<file path="src/rtl/cascade_stage_evaluator.sv">
// Per-window cascade stage evaluator: accumulates votes, compares against stage threshold.
// Define CASCADE_SAT_EN for saturating accumulation; otherwise the sum wraps.
module cascade_stage_evaluator #(
  parameter int NUM_STAGES = 22,
  parameter int STAGE_W    = 5,
  parameter int SUM_W      = 24,
  parameter int FRAC_W     = 8
) (
  input  logic               Clk,
  input  logic               Reset,
  input  logic               start,
  input  logic               wc_valid,
  output logic               wc_ready,
  input  logic [SUM_W-1:0]   wc_value,
  input  logic               wc_last,
  output logic [STAGE_W-1:0] stage_num,
  input  logic [SUM_W-1:0]   thresh_value,
  output logic               busy,
  output logic               reject,
  output logic               done,
  output logic               face,
  output logic [STAGE_W:0]   exit_stage
);

  if (FRAC_W >= SUM_W) begin : g_bad_frac
    $error("FRAC_W must be smaller than SUM_W");
  end

  typedef enum logic [1:0] {
    S_IDLE,
    S_ACCUM,
    S_COMPARE,
    S_DONE
  } state_e;

  localparam logic [STAGE_W-1:0] LAST_STAGE = STAGE_W'(NUM_STAGES - 1);
  localparam logic [STAGE_W:0]   EXIT_PASS  = (STAGE_W + 1)'(NUM_STAGES);

  state_e               state_q, state_d;
  logic [SUM_W-1:0]     sum_q, sum_d;
  logic [STAGE_W-1:0]   stage_q, stage_d;
  logic                 reject_q, reject_d;
  logic                 face_q, face_d;
  logic [STAGE_W:0]     exit_q, exit_d;
  logic [SUM_W-1:0]     add_res;
  logic                 pass;

`ifdef CASCADE_SAT_EN
  logic [SUM_W:0] add_wide;

  // One guard bit exposes signed overflow; clamp toward the operand sign.
  always_comb begin
    add_wide = {sum_q[SUM_W-1], sum_q} + {wc_value[SUM_W-1], wc_value};
    add_res  = add_wide[SUM_W-1:0];
    if (add_wide[SUM_W] != add_wide[SUM_W-1]) begin
      add_res = add_wide[SUM_W] ? {1'b1, {(SUM_W-1){1'b0}}}
                                : {1'b0, {(SUM_W-1){1'b1}}};
    end
  end
`else
  always_comb begin
    add_res = sum_q + wc_value;
  end
`endif

  assign pass = !($signed(sum_q) < $signed(thresh_value));

  always_comb begin
    state_d  = state_q;
    sum_d    = sum_q;
    stage_d  = stage_q;
    reject_d = 1'b0;
    face_d   = face_q;
    exit_d   = exit_q;
    unique case (state_q)
      S_IDLE: begin
        if (start) begin
          sum_d   = '0;
          stage_d = '0;
          state_d = S_ACCUM;
        end
      end
      S_ACCUM: begin
        if (wc_valid) begin
          sum_d = add_res;
          if (wc_last) state_d = S_COMPARE;
        end
      end
      S_COMPARE: begin
        if (!pass) begin
          face_d   = 1'b0;
          exit_d   = {1'b0, stage_q};
          reject_d = 1'b1;
          state_d  = S_DONE;
        end else if (stage_q == LAST_STAGE) begin
          face_d  = 1'b1;
          exit_d  = EXIT_PASS;
          state_d = S_DONE;
        end else begin
          stage_d = stage_q + 1'b1;
          sum_d   = '0;
          state_d = S_ACCUM;
        end
      end
      S_DONE: begin
        state_d = S_IDLE;
      end
      default: begin
        state_d = S_IDLE;
      end
    endcase
  end

  always_ff @(posedge Clk) begin
    if (Reset) begin
      state_q  <= S_IDLE;
      sum_q    <= '0;
      stage_q  <= '0;
      reject_q <= 1'b0;
      face_q   <= 1'b0;
      exit_q   <= '0;
    end else begin
      state_q  <= state_d;
      sum_q    <= sum_d;
      stage_q  <= stage_d;
      reject_q <= reject_d;
      face_q   <= face_d;
      exit_q   <= exit_d;
    end
  end

  assign wc_ready   = (state_q == S_ACCUM);
  assign busy       = (state_q != S_IDLE);
  assign done       = (state_q == S_DONE);
  assign reject     = reject_q;
  assign stage_num  = stage_q;
  assign face       = face_q;
  assign exit_stage = exit_q;

endmodule

</file>
<file path="config.mk">
export PLATFORM = sky130hd
export DESIGN_NAME = cascade_stage_evaluator
export DESIGN_NICKNAME = d
export VERILOG_FILES = /design/src/rtl/cascade_stage_evaluator.sv
export SDC_FILE = /design/constraint.sdc
export NUM_CORES = 1
export LEC_CHECK = 0
export CORE_MARGIN = 2
export CORE_UTILIZATION = 60
export DETAILED_ROUTE_END_ITERATION = 8
export DONT_BUFFER_PORTS = 1
export PLACE_DENSITY = 0.83
export SYNTH_ARGS = -nofsm -noshare
export SYNTH_HDL_FRONTEND = slang
export SYNTH_SLANG_ARGS = --single-unit
</file>
<file path="constraint.sdc">
create_clock -name Clk -period 4.2 [get_ports Clk]
set_input_delay 0.63 -clock Clk [delete_from_list [all_inputs] [get_ports Clk]]
set_output_delay 0.63 -clock Clk [all_outputs]
set_load 0.02 [all_outputs]
</file>
==> results.sh, run 1 <==
export IMPL_placed_area_mm2=0.00322
export IMPL_ir_drop_mv=0.131
export IMPL_start_util=0.622
export IMPL_hold_viol_final=0
export IMPL_synth_distinct_cells=51
export IMPL_synth_simple_area_share=0.215
export IMPL_comb_power_share=0.234
export IMPL_worstPathMaxFanout=16
export IMPL_synth_edf_count=0
export IMPL_synthAdderAreaFrac=0.194
export IMPL_syn_area_mm2=0.00320
export IMPL_dp_cells=460
export IMPL_holdPathStages=1
export IMPL_synth_warnings=0
export IMPL_power_density_mw_per_mm2=256
export IMPL_synthCells=401
export IMPL_worst_slack_ns=0.677
export IMPL_hp_start="Reset"
export IMPL_rsz0062_at_grt="no"
export IMPL_max_cap_viol_count=0
export IMPL_power_frac_clock=0.311
export IMPL_finalWeightedCongestion=0.884
export IMPL_vias=2802
export IMPL_grt_start_max_net_pins=35
export IMPL_timing_hold_ws_ns=0.402
export IMPL_overflow=0
export IMPL_antenna_found_initial=0
export IMPL_synth_top_area_cell="dfxtp_1"
export IMPL_fin_skew_ns=0.00784
export IMPL_end_kind="flop"
export IMPL_post_cts_buffers=0
export IMPL_io_pins=69
export IMPL_async_flop_share=0
export IMPL_htreeDepth=2
export IMPL_drive_above_1_share=0.0503
export IMPL_clock_sinks=38
export IMPL_hp_class="in2reg"
export IMPL_design_area_mm2=0.00331
export IMPL_synthMuxAreaShare=0.0133
export IMPL_dieArea_mm2=0.00593
export IMPL_hpwl_um=5580
export IMPL_cts_buffer_depth=2
export IMPL_antenna_cells=0
export IMPL_grt_usage=0.242
export IMPL_min_to="exit_stage[3]"
export IMPL_crit_type="in2reg"
export IMPL_relSlewSlack=0.236
export IMPL_synth_avg_cell_area_um2=7.97
export IMPL_insertion_delay_ns=0.29
export IMPL_nNetsFinal=499
export IMPL_cp_required_ns=4.44
export IMPL_timing_final_crit_period_ns=3.52
export IMPL_setup_tns_ns=0
export IMPL_drc=0
export IMPL_clock_root_buffer="clkbuf_8"
export IMPL_r2r_start="sum_q[22]"
export IMPL_p_sw_w=0.000262
export IMPL_synth_compound_area_frac=0.226
export IMPL_reg2regPathDepth=10
export IMPL_cp_data_arrival_time_ns=3.76
export IMPL_routed_wl_um=7020
export IMPL_core_area_mm2=0.00514
export IMPL_max_freq_mhz=284
export IMPL_status="complete, no violations"
export IMPL_first_pass_iters=4
export IMPL_ys_ff_latch=38
export IMPL_start_kind="primary input"
export IMPL_reg2reg_setup_slack_ns=0.69
export IMPL_sw_frac_of_total=0.308
export IMPL_p_seq_frac=0.455
export IMPL_syn2layout_area_growth_pct=3.68
export IMPL_die_w_um=77.0
export IMPL_power_leakage_nw=1.54
export IMPL_synth_xor_area_share=0.0466
export IMPL_cts_resized=0
export IMPL_synthTopCellsByArea="dfxtp_1 24%, ha_1 19%, a21oi_1 7.0%"
export IMPL_dp_slack_ns=0.372
export IMPL_syn_num_nets=503
export IMPL_grt_pass1_vias=2634
export IMPL_port_buffers=0
export IMPL_slew_violations=0
export IMPL_numCtsBuffers=5
export IMPL_grt_pass1_wl_um=11700
export IMPL_r2r_end="sum_q[6]"
export IMPL_synth_top_family_by_area="compound AO/OA/AOI/OAI gates"
export IMPL_wl_per_cell_um=15.0
export IMPL_drtIter0Drc=123
export IMPL_cts_reportedPaths_clkPinSlew_ns=0.08
export IMPL_worst_pin_slew_ns=1.14
export IMPL_final_cells=468
export IMPL_drtAntennaViolNets=0
export IMPL_synth_ff_type="dfxtp_1"
export IMPL_setup_viol=0
export IMPL_postCtsHoldBufs=0
export IMPL_die_y_um=77.0
export IMPL_synth_top_area_frac=0.238
export IMPL_rows=26
export IMPL_cts_tree="built"
export IMPL_avgViaCountPerCell=5.99
export IMPL_yosysSeqAreaShare=0.238
export IMPL_min_period_over_period=0.839
export IMPL_internal_power_w=0.000588
-- through the flow --
| step | total power (W) | util |
|---|---|---|
| global placement | 0.000583 | 0.626 |
| global route | 0.000897 | 0.645 |
| floorplan | 0.000565 | - |
| detailed placement | 0.000591 | 0.626 |
| CTS | 0.000855 | 0.645 |
| finish | 0.000850 | 0.645 |
-- worst max-delay path by stage --
stage                          start   endpoint  slack (ns)  cells after the start
floorplan            thresh_value[9]  sum_q[12]        1.36                     12
detailed placement  thresh_value[22]   sum_q[6]        0.37                     11
global placement    thresh_value[22]   sum_q[6]        0.46                     11
CTS                 thresh_value[22]   sum_q[6]        0.65                     11
global route                sum_q[9]   sum_q[6]        0.49                     10
finish              thresh_value[22]   sum_q[6]        0.68                     11
-- area by class of cell --
cell class / instances / area [um2]
Tap cell: 70 / 87.6
Multi-Input combinational cell: 314 / 2220
Clock buffer: 6 / 82.6
Fill cell: 493 / 1830
Timing Repair Buffer: 1 / 7.51
Sequential cell: 38 / 761
Inverter: 37 / 139
Clock inverter: 2 / 12.5
-- power by group through the flow --
| stage | Combinational [W] | Sequential (W) | Clock [W] |
|---|---|---|---|
| floorplan | 0.000175 | 0.000390 | 0 |
| global placement | 0.000190 | 0.000394 | 0 |
| detailed placement | 0.000197 | 0.000394 | 0 |
| CTS | 0.000199 | 0.000386 | 0.000270 |
| global route | 0.000224 | 0.000388 | 0.000285 |
| finish | 0.000199 | 0.000386 | 0.000264 |
-- critical path: stages --
cell	delay [ns]
inv_1	0.02
ha_1	0.31
nand4_1	0.18
nor4_2	0.44
o31a_1	0.20
a31oi_1	0.07
and3_4	0.21
nor2_4	0.26
nor2b_1	0.94
mux2_2	0.42
nor2_1	0.07
-- routing by layer --
layer  vias up  wire length, um  GRT usage
li1       1421                -          -
met1      1307             3080      0.292
met2        61             3480      0.423
met3        13              344     0.0600
met4         0              117     0.0732
met5         -                0          0
-- registers in the layout, indices dropped and copies added (netlist names) --
name	flops
sum_q	24
reject	1
stage_num	5
face	1
state_q	2
exit_stage	5
-- Yosys cell counts, drive strengths merged (4+ instances only) --
| library cell | n |
|---|---|
| nand3 | 20 |
| nor2b | 7 |
| buf | 5 |
| inv | 37 |
| nand2b | 9 |
| clkbuf | 6 |
| dfxtp | 38 |
| xor2 | 5 |
| o21a | 5 |
| and3 | 4 |
| nor3 | 8 |
| xnor2 | 12 |
| a31oi | 7 |
| nand4 | 6 |
| o21ai | 12 |
| a21oi | 45 |
| or3 | 4 |
| nand2 | 27 |
| a22o | 9 |
| or2 | 4 |
| a211oi | 8 |
| a21o | 11 |
| nor2 | 29 |
| ha | 48 |
-- kinds of logic (layout without fill, tap and decap cells) --
group	count (synthesis)	after routing
buf+inv	49	46
compound gates	113	113
other cells	1	1
mux	4	4
fa+ha+maj	49	49
simple gates	130	130
xor+xnor	17	17
flops	38	38
-- layout by cell type, fill, tap and decap left out, types with 4 or more instances in the layout --
master    instances
a211oi_1          7
a21o_1           11
a21oi_1          45
a22o_1            9
a31oi_1           7
clkbuf_8          6
dfxtp_1          38
ha_1             48
inv_1            37
nand2_1          27
nand2b_1          9
nand3_1          20
nand4_1           6
nor2_1           27
nor2b_1           7
nor3_1            7
o21a_1            5
o21ai_0          11
or3_1             4
xnor2_1          12
xor2_1            5
Power figures use the tool's default switching activity.
==> inputs of run 2 (changes only) <==
--- a/config.mk
+++ b/config.mk
@@ -6,7 +6,7 @@
 export NUM_CORES = 1
 export LEC_CHECK = 0
 export CORE_MARGIN = 2
-export CORE_UTILIZATION = 60
+export CORE_UTILIZATION = 58
 export DETAILED_ROUTE_END_ITERATION = 8
 export DONT_BUFFER_PORTS = 1
 export PLACE_DENSITY = 0.83
==> constraint.sdc (replaced) <==
create_clock -name Clk -period 2.8 [get_ports Clk]
set_input_delay 0.42 -clock Clk [delete_from_list [all_inputs] [get_ports Clk]]
set_output_delay 0.42 -clock Clk [all_outputs]
set_load 0.02 [all_outputs]
==> run 2 against run 1 <==
- global-route usage increased by 2.5 points
- final cell count increased by 11%
- via count rose by 12%
- worst hold slack got worse by 0.24 ns
- sequential power grew 49%
- clock power is 120% higher
- count of clock-buffer cells in the layout decreased by 1
- combinational power rose by 94%
- critical path depth stayed put
- flip-flop and latch count did not move
- utilization is 7.6 points higher
- critical endpoint is now sum_q[12]
==> results.sh, run 2 (synthesis gave the netlist of run 1 again) <==
export IMPL_min_to="sum_q[1]"
export IMPL_cts_reportedPaths_clkPinSlew_ns=0.09
export IMPL_nNetsFinal=550
export IMPL_hp_start="Reset"
export IMPL_cts_tree="built"
export IMPL_slew_violations=0
export IMPL_drtAntennaViolNets=0
export IMPL_ir_drop_mv=0.239
export IMPL_cts_buffer_depth=2
export IMPL_grt_pass1_wl_um=13200
export IMPL_crit_type="reg2reg"
export IMPL_syn2layout_area_growth_pct=21.8
export IMPL_overflow=0
export IMPL_htreeDepth=2
export IMPL_setup_viol=0
export IMPL_r2r_end="sum_q[12]"
export IMPL_sw_frac_of_total=0.289
export IMPL_setup_tns_ns=0
export IMPL_worstPathMaxFanout=7
export IMPL_core_area_mm2=0.00541
export IMPL_wl_per_cell_um=16.4
export IMPL_max_freq_mhz=360
export IMPL_holdPathStages=1
export IMPL_max_cap_viol_count=0
export IMPL_layout_commonest_cell="buf_4"
export IMPL_end_kind="flop"
export IMPL_largest_register="sum_q"
export IMPL_rows=27
export IMPL_numCtsBuffers=5
export IMPL_insertion_delay_ns=0.31
export IMPL_antenna_cells=0
export IMPL_cp_required_ns=3.04
export IMPL_dieArea_mm2=0.00612
export IMPL_p_seq_frac=0.373
export IMPL_drtIter0Drc=177
export IMPL_timing_final_crit_period_ns=2.78
export IMPL_min_period_over_period=0.993
export IMPL_largest_reg_flops=24
export IMPL_dp_cells=506
export IMPL_p_sw_w=0.000445
export IMPL_start_kind="flop"
export IMPL_io_pins=69
export IMPL_worst_slack_ns=0.0200
export IMPL_cp_data_arrival_time_ns=3.02
export IMPL_start_util=0.591
export IMPL_dp_slack_ns=-0.436
export IMPL_hold_viol_final=0
export IMPL_port_buffers=0
export IMPL_first_pass_iters=4
export IMPL_finalWeightedCongestion=0.871
export IMPL_rsz0062_at_grt="yes"
export IMPL_avgViaCountPerCell=6.02
export IMPL_postCtsHoldBufs=0
export IMPL_clock_sinks=38
export IMPL_grt_pass1_vias=3014
export IMPL_fin_skew_ns=0.0118
export IMPL_internal_power_w=0.00109
export IMPL_hp_class="in2reg"
export IMPL_vias=3136
export IMPL_reg2reg_setup_slack_ns=0.02
export IMPL_clock_root_buffer="clkbuf_8"
export IMPL_status="complete, no violations"
export IMPL_final_cell_mix="48 x buf_4, 44 x ha_1, 42 x a21oi_1"
export IMPL_final_cells=521
export IMPL_antenna_found_initial=0
export IMPL_drc=0
export IMPL_r2r_start="sum_q[23]"
export IMPL_routed_wl_um=8540
export IMPL_power_density_mw_per_mm2=395
export IMPL_grt_usage=0.266
export IMPL_drive_above_1_share=0.203
export IMPL_comb_power_share=0.251
export IMPL_power_leakage_nw=1.86
export IMPL_die_y_um=78.2
export IMPL_hpwl_um=6160
export IMPL_reg2regPathDepth=11
export IMPL_grt_start_max_net_pins=35
export IMPL_die_w_um=78.2
export IMPL_power_frac_clock=0.376
==> run 2: critical path, stage by stage (launching register included) <==
cell      delay, ns
dfxtp_1        0.34
ha_1           0.30
nand4_1        0.18
nor4_4         0.41
o31a_1         0.26
a31oi_4        0.05
and3_4         0.19
nor2_4         0.10
buf_8          0.13
nand2b_4       0.08
or4_1          0.51
a21oi_1        0.15
==> run 2: worst max-delay path by stage <==
| stage | from | cells after the start | slack, ns | endpoint |
|---|---|---|---|---|
| 2_1_floorplan | thresh_value[9] | 12 | 0.17 | sum_q[12] |
| 3_3_place_gp | thresh_value[9] | 12 | -0.37 | sum_q[6] |
| 3_5_place_dp | thresh_value[9] | 13 | -0.44 | sum_q[7] |
| 4_1_cts | sum_q[16] | 10 | 0.01 | sum_q[6] |
| 5_1_grt | sum_q[1] | 11 | -0.07 | sum_q[23] |
| 6_report | sum_q[23] | 11 | 0.02 | sum_q[12] |
==> run 2: power by group through the flow <==
stage	Sequential (W)	Combinational, W	Clock, W
after CTS	0.000573	0.000354	0.000583
after global placement	0.000585	0.000332	0
after detailed placement	0.000586	0.000346	0
after global routing	0.000575	0.000425	0.000606
final	0.000574	0.000387	0.000578
after floorplan	0.000585	0.000262	0
==> run 2: layout make-up <==
cell class / instances / area, um2
Fill cell: 407 / 1510
Inverter: 37 / 139
Tap cell: 72 / 90.1
Timing Repair Buffer: 52 / 409
Clock buffer: 5 / 68.8
Sequential cell: 38 / 762
Clock inverter: 3 / 68.8
Multi-Input combinational cell: 314 / 2360
==> run 2: repair_timing <==
action | in CTS | in global routing
resized for setup | 6 | 24
endpoints found under the setup margin | 23 | 28
buffers inserted | 0 | 7
pin swaps | 2 | 13
==> run 2: per-layer routing <==
layer,GRT usage,routed length (um),up-vias,part of all wire
li1,-,-,1522,-
met1,0.306,3500,1498,0.41
met2,0.480,4460,95,0.52
met3,0.0724,417,21,0.049
met4,0.0789,169,0,0.020
met5,0,0,-,0
==> run 2: through the flow <==
stage	hold WS [ns]	util	total power, W	cell area [um2]
2_1_floorplan	0.443	-	0.000847	3200
3_3_place_gp	0.451	0.657	0.000917	3550
3_5_place_dp	0.465	0.657	0.000932	3550
4_1_cts	0.169	0.688	0.00151	3720
5_1_grt	0.161	0.720	0.00161	3890
6_report	0.165	0.720	0.00154	3890
==> inputs of run 3 (changes only) <==
--- a/config.mk
+++ b/config.mk
@@ -5,8 +5,10 @@
 export SDC_FILE = /design/constraint.sdc
 export NUM_CORES = 1
 export LEC_CHECK = 0
+export CELL_PAD_IN_SITES_DETAIL_PLACEMENT = 1
+export CELL_PAD_IN_SITES_GLOBAL_PLACEMENT = 1
 export CORE_MARGIN = 2
-export CORE_UTILIZATION = 58
+export CORE_UTILIZATION = 42
 export DETAILED_ROUTE_END_ITERATION = 8
 export DONT_BUFFER_PORTS = 1
 export PLACE_DENSITY = 0.83
==> run 3 against run 2 <==
- the run now ends with setup timing left
- sequential power is essentially flat
- count of clock-buffer cells in the layout grew 1
- critical path depth up 3
- largest power group unchanged
- highest routed layer unchanged
==> results.sh, run 3 (synthesis gave the netlist of run 1 again) <==
export IMPL_cp_data_arrival_time_ns=2.99
export IMPL_htreeDepth=2
export IMPL_clock_root_buffer="clkbuf_8"
export IMPL_reg2reg_setup_slack_ns=-0.004
export IMPL_cts_tree="built"
export IMPL_design_area_mm2=0.00414
export IMPL_die_w_um=91.2
export IMPL_fin_skew_ns=0.00638
export IMPL_max_freq_mhz=357
export IMPL_crit_type="reg2reg"
export IMPL_grt_start_max_net_pins=35
export IMPL_grt_pass1_wl_um=16400
export IMPL_hold_viol_final=0
export IMPL_holdPathStages=1
export IMPL_utilization=0.568
export IMPL_syn2layout_area_growth_pct=29.5
export IMPL_drive_above_1_share=0.258
export IMPL_power_leakage_nw=1.94
export IMPL_hp_start="Reset"
export IMPL_sw_frac_of_total=0.296
export IMPL_r2r_end="exit_stage[0]"
export IMPL_dp_slack_ns=-0.529
export IMPL_numCtsBuffers=5
export IMPL_power_density_mw_per_mm2=392
export IMPL_routed_wl_um=11300
export IMPL_power_frac_clock=0.370
export IMPL_r2r_start="sum_q[23]"
export IMPL_antenna_found_initial=0
export IMPL_worst_slack_ns=-0.00386
export IMPL_grt_usage=0.243
export IMPL_dieArea_mm2=0.00832
export IMPL_start_util=0.438
export IMPL_antenna_cells=0
export IMPL_drtAntennaViolNets=0
export IMPL_slew_violations=0
export IMPL_setup_viol=1
export IMPL_start_kind="flop"
export IMPL_violations="setup timing"
export IMPL_placed_area_mm2=0.00364
export IMPL_drtIter0Drc=94
export IMPL_avgViaCountPerCell=5.87
export IMPL_finalWeightedCongestion=0.864
export IMPL_hp_class="in2reg"
export IMPL_p_seq_frac=0.355
export IMPL_status="finished with violations"
export IMPL_insertion_delay_ns=0.30
export IMPL_wl_per_cell_um=20.2
export IMPL_overflow=0
export IMPL_rows=31
export IMPL_worstPathMaxFanout=7
export IMPL_max_cap_viol_count=0
export IMPL_nNetsFinal=563
export IMPL_core_area_mm2=0.00729
export IMPL_p_sw_w=0.000480
export IMPL_hpwl_um=7490
export IMPL_largest_register="sum_q"
export IMPL_io_pins=69
export IMPL_first_pass_iters=4
export IMPL_cp_required_ns=2.99
export IMPL_clock_sinks=38
export IMPL_min_to="stage_num[1]"
export IMPL_die_y_um=91.2
export IMPL_grt_pass1_vias=3525
export IMPL_port_buffers=0
export IMPL_ir_drop_mv=0.221
export IMPL_final_cell_mix="62 x buf_4, 40 x ha_1, 39 x a21oi_1"
export IMPL_internal_power_w=0.00114
export IMPL_min_period_over_period=1.00
export IMPL_end_kind="flop"
export IMPL_drc=0
export IMPL_cts_reportedPaths_clkPinSlew_ns=0.08
export IMPL_comb_power_share=0.275
export IMPL_largest_reg_flops=24
export IMPL_reg2regPathDepth=14
export IMPL_vias=3293
export IMPL_layout_commonest_cell="buf_4"
export IMPL_setup_tns_ns=-0.00386
export IMPL_total_power_w=0.00162
export IMPL_postCtsHoldBufs=0
export IMPL_cts_buffer_depth=2
export IMPL_timing_final_crit_period_ns=2.80
[run 3: cell types whose count changed in the layout (fill, tap and decap cells not counted), sizes merged]
cell / previous run / this run
clkinv: 1 / 0
clkbuf: 5 / 6
buf: 52 / 65
[run 3: repair_timing]
| item | 4_1_cts | 5_1_grt |
|---|---|---|
| setup endpoints to repair | 29 | 22 |
| resized for setup | 15 | 35 |
| setup buffers | 3 | 11 |
| pin swaps | 5 | 16 |
[run 3: through the flow]
step	cells	hold slack (ns)
global placement	540	0.460
detailed placement	540	0.499
finish	561	0.188
global route	561	0.181
floorplan	401	0.443
CTS	551	0.176
[run 3: worst max-delay path by stage]
stage / start / to / slack (ns)
2_1_floorplan: thresh_value[9] / sum_q[12] / 0.17
3_3_place_gp: thresh_value[9] / sum_q[6] / -0.37
3_5_place_dp: thresh_value[9] / sum_q[11] / -0.53
4_1_cts: sum_q[22] / sum_q[12] / 0.003
5_1_grt: sum_q[23] / sum_q[5] / -0.10
6_report: sum_q[23] / exit_stage[0] / -0.004
[run 3: worst max-delay path: stages (launching register included)]
cell and delay (ns):
dfxtp_2 0.34, ha_4 0.26, nand4_1 0.20, nor4_4 0.39, o31a_1 0.25, a31oi_4 0.07
a211oi_2 0.31, buf_4 0.19, nor2_4 0.04, buf_8 0.12, buf_8 0.12, buf_4 0.13
buf_4 0.13, nand3_1 0.07, a21oi_1 0.07
[run 3: layout make-up]
class	count	area, um2
inverters	37	139
repair buffers	65	507
clock inverters	2	60.1
flip-flops and latches	38	766
well taps	99	124
clock buffers	6	82.6
multi-input cells	314	2460
fillers	914	3150
[run 3: power groups by stage]
| stage | clock network, W | registers (W) | logic [W] |
|---|---|---|---|
| 2_1_floorplan | 0 | 0.000585 | 0.000262 |
| 3_3_place_gp | 0 | 0.000585 | 0.000348 |
| 3_5_place_dp | 0 | 0.000586 | 0.000368 |
| 4_1_cts | 0.000603 | 0.000574 | 0.000387 |
| 5_1_grt | 0.000628 | 0.000579 | 0.000486 |
| 6_report | 0.000602 | 0.000576 | 0.000446 |
[run 3: layer usage]
layer / vias to the layer above / part of all wire / track usage
met1: 1609 / 0.39 / 0.261
met5: - / 0 / 0
met3: 34 / 0.049 / 0.0456
met2: 100 / 0.52 / 0.461
li1: 1550 / - / -
met4: 0 / 0.044 / 0.105
